--- src/rtl/serial_adder.sv ---
// rtl/serial_adder.sv - digit-serial adder with valid/ready operand and result handshakes
//
// Adds a + b + cin, DIGIT bits per clock, LSB digit first, through one registered
// carry. Optional feature macro: SERIAL_ADDER_SUB_EN adds the sub port (a - b).
//
// Parameters:
//   WIDTH      operand/sum width in bits (>= 1)
//   DIGIT      bits added per cycle; WIDTH must be a multiple of DIGIT
// Ports:
//   clk        rising-edge clock
//   rst        synchronous active-high reset
//   in_valid   operands valid
//   in_ready   block can accept operands (IDLE and not in reset)
//   a, b       operands
//   cin        carry-in (ignored when subtracting)
//   sub        subtract select (only with SERIAL_ADDER_SUB_EN)
//   out_valid  result valid (DONE)
//   out_ready  consumer accepts result
//   sum        result
//   cout       carry out of bit WIDTH-1 (1 = no borrow when subtracting)
//   ovf        signed two's-complement overflow
//   busy       high while digits are being added

module serial_adder #(
  parameter int WIDTH = 8,
  parameter int DIGIT = 1
) (
  input  logic             clk,
  input  logic             rst,
  input  logic             in_valid,
  output logic             in_ready,
  input  logic [WIDTH-1:0] a,
  input  logic [WIDTH-1:0] b,
  input  logic             cin,
`ifdef SERIAL_ADDER_SUB_EN
  input  logic             sub,
`endif
  output logic             out_valid,
  input  logic             out_ready,
  output logic [WIDTH-1:0] sum,
  output logic             cout,
  output logic             ovf,
  output logic             busy
);

  localparam int N  = WIDTH / DIGIT;
  localparam int CW = (N > 1) ? $clog2(N) : 1;
  localparam logic [CW-1:0] LAST = CW'(N - 1);

  generate
    if (WIDTH < 1 || DIGIT < 1 || (WIDTH % DIGIT) != 0) begin : g_bad_params
      $error("serial_adder: WIDTH must be >= 1 and a multiple of DIGIT");
    end
  endgenerate

  typedef enum logic [1:0] {
    IDLE,
    RUN,
    DONE
  } state_t;

  state_t           state;
  logic [WIDTH-1:0] a_sh;     // operand A, consumed from the bottom one digit per cycle
  logic [WIDTH-1:0] b_sh;     // operand B (already inverted when subtracting)
  logic             carry;
  logic [CW-1:0]    cnt;

  logic [DIGIT:0]   dsum;
  logic             carry_into_msb;
  logic [WIDTH-1:0] b_eff;
  logic             cin_eff;

`ifdef SERIAL_ADDER_SUB_EN
  // a - b is a + ~b + 1; the caller's cin is ignored in that mode.
  assign b_eff   = sub ? ~b : b;
  assign cin_eff = sub ? 1'b1 : cin;
`else
  assign b_eff   = b;
  assign cin_eff = cin;
`endif

  assign in_ready = (state == IDLE) && !rst;

  always_comb begin
    dsum = {1'b0, a_sh[DIGIT-1:0]} + {1'b0, b_sh[DIGIT-1:0]} + {{DIGIT{1'b0}}, carry};
    // Carry into the top bit of this digit recovered from that bit's sum:
    // s = a ^ b ^ c  =>  c = a ^ b ^ s. On the last digit this is the carry into bit WIDTH-1.
    carry_into_msb = a_sh[DIGIT-1] ^ b_sh[DIGIT-1] ^ dsum[DIGIT-1];
  end

  always_ff @(posedge clk) begin
    if (rst) begin
      state     <= IDLE;
      a_sh      <= '0;
      b_sh      <= '0;
      carry     <= 1'b0;
      cnt       <= '0;
      sum       <= '0;
      cout      <= 1'b0;
      ovf       <= 1'b0;
      out_valid <= 1'b0;
      busy      <= 1'b0;
    end else begin
      case (state)
        IDLE: begin
          if (in_valid && in_ready) begin
            a_sh  <= a;
            b_sh  <= b_eff;
            carry <= cin_eff;
            cnt   <= '0;
            busy  <= 1'b1;
            state <= RUN;
          end
        end
        RUN: begin
          a_sh  <= a_sh >> DIGIT;
          b_sh  <= b_sh >> DIGIT;
          carry <= dsum[DIGIT];
          // New digit enters at the top; after N digits it has moved to [k*DIGIT +: DIGIT].
          sum   <= WIDTH'({dsum[DIGIT-1:0], sum} >> DIGIT);
          cnt   <= cnt + 1'b1;
          if (cnt == LAST) begin
            cout      <= dsum[DIGIT];
            ovf       <= carry_into_msb ^ dsum[DIGIT];
            busy      <= 1'b0;
            out_valid <= 1'b1;
            state     <= DONE;
          end
        end
        DONE: begin
          if (out_ready) begin
            out_valid <= 1'b0;
            state     <= IDLE;
          end
        end
        default: state <= IDLE;
      endcase
    end
  end

endmodule
--- config.mk ---
export PLATFORM = sky130hd
export DESIGN_NAME = serial_adder
export DESIGN_NICKNAME = d
export VERILOG_FILES = /design/src/rtl/serial_adder.sv
export SDC_FILE = /design/constraint.sdc
export NUM_CORES = 1
export LEC_CHECK = 0
export CORE_MARGIN = 2
export CORE_UTILIZATION = 48
export CTS_CLUSTER_DIAMETER = 120
export DETAILED_ROUTE_END_ITERATION = 6
export HOLD_SLACK_MARGIN = 0.03
export PLACE_DENSITY = 0.76
export SYNTH_ARGS = -nofsm -noshare
export SYNTH_HDL_FRONTEND = slang
export SYNTH_SLANG_ARGS = --single-unit
--- constraint.sdc ---
create_clock -name clk -period 1.8 [get_ports clk]
set_clock_uncertainty 0.2 [all_clocks]
set_input_delay 0.54 -clock clk [delete_from_list [all_inputs] [get_ports clk]]
set_output_delay 0.54 -clock clk [all_outputs]
set_load 0.01 [all_outputs]
==> run metrics <==
fillers 236; crit path max fanout 4; area share of the largest cell type after synthesis 48.48%; cts hold-fix bufs 0; leakage 0.8045 nW; Critical path buffers and inverters 1; pin count of the biggest net entering global routing 20; Final min period 1.752 ns; Root Buffer clkbuf_4; Max IR drop VDD 628.8 uV; CTS tree yes; outcome finished clean; Final period util 97.33%; initial antenna violation count 0; First DRT Iteration DRCs 38; RSZ-0062 raised after global routing yes; DRC viols 0; CP Cell Sequence nor3_4, buf_2; Worst path depth 2; DRT Pass-1 Iters 4; Most used DFF post-synth dfxtp_1; critical path endpoint category output pin; Post-DP Area 1822 sq um; vias per std cell 5.442; layout cells sized above 1 16.13%; Pwr Total 1.445 mW; GPL Wtd Cong 0.7817; num rows 19; Area Overhead vs Synth 34.67%; Power per Cell Area 764.2 nW/um^2; Critical-path top delay cell dfxtp_2; FF-to-FF setup slack 0.09 ns; max layer used met4; first-pass GRT wire length 4629 um; Post-DP HPWL 2076 um; reg2reg end ovf; WP data required 1.06 ns; hold path depth 2; Port Buffers 33; NumNets Final 209; setup TNS 0 ns; Clk Latency, worst-skew pair 0.34 ns; number of synthesized register bits 34; I/O pin count 34; post-route ant nets 0; count leader, synth dfxtp_1; M1 WL 1248 um; Starting Density 50.91%; diodes inserted 0; met2 routed WL 1326 um; Critical Path Max Stage Delay 0.36 ns; count of cell types in the netlist 32; cts bufs inserted 5; GRT Total Usage 18.19%; Final Util 68.56%; Horiz. Die Dim 58.08 um; global route total overflow 0; CTS clk-pin slew, worst paths 0.09 ns; fin area 1891 sq um; critical path type reg2out; endpoints failing hold 0; Critical Path Source state[1]; worst endpoint data arrival time 1.01 ns; HP Class reg2reg; vias in the first global route 1034; CTS H-tree depth 2; Critical Path Sink in_ready; setup violators final 0; Gate Count Post-Synth 141; warning count from the yosys run 0; Slew HR 59.87%; top post-synthesis cells by area dfxtp_1 48%, a221o_1 11%, and2_1 6.7%; ys async rst share 0%; Post-synth top cells 34 x dfxtp_1, 17 x nand2_1, 15 x a221o_1, 15 x and2_1, 14 x a21oi_1; syn nets 165; met3 wire len 171 um; via count 1181; Wirelength per Cell 12.86 um; total die area 3373 sq um; family with the most delay on the worst path flip-flops; final slew viol count 0; WL final 2791 um; chip height 58.08 um; crit start category flip-flop; clk buf depth 2; highest clock rate 0.5708 GHz; Syn Area/Cell 9.956 sq um; Post-synth EDFFs 0; clock sink count 34; Max Cap Violations 0; worst reg2reg path startpoint a_sh[0]; worst slew pin tran 0.5993 ns; Synth Cell Area 1404 sq um; Core Region 2758 sq um; worst r2r path cells 4; sequential share of the synthesized area 48.48%; area leader, netlist dfxtp_1
logic make-up after synthesis:
group / Yosys count / share of synthesized area, %
flip-flops: 34 / 48.48
buffers and inverters: 11 / 4.634
XOR/XNOR: 3 / 1.872
AND/OR/NAND/NOR: 50 / 19.43
adder cells (fa/ha/maj): 3 / 3.208
multiplexers: 2 / 1.515
AO/OA/AOI/OAI: 38 / 20.86
state kept, by name (all words and copies together), names as in the netlist:
name	flops
a_sh	8
b_sh	8
sum	8
cnt	3
state	2
busy	1
carry	1
cout	1
out_valid	1
ovf	1
worst min-delay path by stage:
stage / end / slack (ns) / start
3_3_place_gp: sum[0] / 0.24 / sum[0]
2_1_floorplan: a_sh[7] / 0.25 / a_sh[7]
4_1_cts: sum[0] / 0.26 / sum[0]
3_5_place_dp: sum[0] / 0.25 / sum[0]
6_report: sum[0] / 0.25 / sum[0]
5_1_grt: sum[0] / 0.28 / sum[0]
routing by layer:
| layer | vias up | global-route usage [%] |
|---|---|---|
| li1 | 593 | - |
| met1 | 547 | 22.54 |
| met2 | 36 | 28.90 |
| met3 | 5 | 4.911 |
| met4 | 0 | 9.635 |
| met5 | - | 0 |
layout make-up:
cell class | instances | area (sq um) | area share, %
Sequential cell | 34 | 681.9 | 36.07
Multi-Input combinational cell | 96 | 671.9 | 35.54
Timing Repair Buffer | 47 | 434.2 | 22.96
Inverter | 1 | 3.754 | 0.1985
Clock inverter | 1 | 5.005 | 0.2647
Clock buffer | 7 | 55.05 | 2.912
Tap cell | 31 | 38.79 | 2.052
tightest hold or removal path, cell delays in order (launching register included):
cell and delay, ns:
dfxtp_1 0.32, nand2_1 0.05, a21oi_1 0.05
metrics by stage:
stage                     hold slack [ns]  worst slack, ns  std cells
after floorplan                    0.2542          0.07281        141
after global placement             0.2421          -0.6599        208
after detailed placement           0.2459          -0.7055        208
after CTS                          0.2574         -0.01145        217
after global routing               0.2759         -0.01110        217
final                              0.2525          0.04807        217
what timing repair did:
| item | CTS | global route |
|---|---|---|
| endpoints found under the setup margin | 29 | 2 |
| pin swaps | 1 | 1 |
| buffers inserted | 1 | 0 |
| gates resized for setup | 23 | 4 |
cell usage in the layout, fill, tap and decap left out, types with 2 or more instances in the layout:
| master | netlist | layout |
|---|---|---|
| clkdlybuf4s50_1 | 0 | 18 |
| clkbuf_4 | 0 | 5 |
| a21oi_1 | 14 | 14 |
| dfxtp_1 | 34 | 33 |
| buf_12 | 0 | 2 |
| nor2b_1 | 3 | 2 |
| ha_1 | 2 | 2 |
| nand2b_1 | 2 | 2 |
| buf_4 | 1 | 12 |
| a221o_1 | 15 | 15 |
| xnor2_1 | 3 | 3 |
| nor2_1 | 7 | 7 |
| and2_1 | 15 | 15 |
| nand2_1 | 17 | 17 |
| dlygate4sd2_1 | 0 | 13 |
| a22oi_1 | 2 | 2 |
| nand3b_1 | 2 | 2 |
power by group:
part           switching (mW)  internal [mW]  total, mW
sequential             0.0236          0.785      0.808
combinational          0.0800          0.120      0.200
clock                   0.247          0.189      0.436
total                   0.351           1.09       1.44
Note: power is estimated with default switching activity, not from simulation.
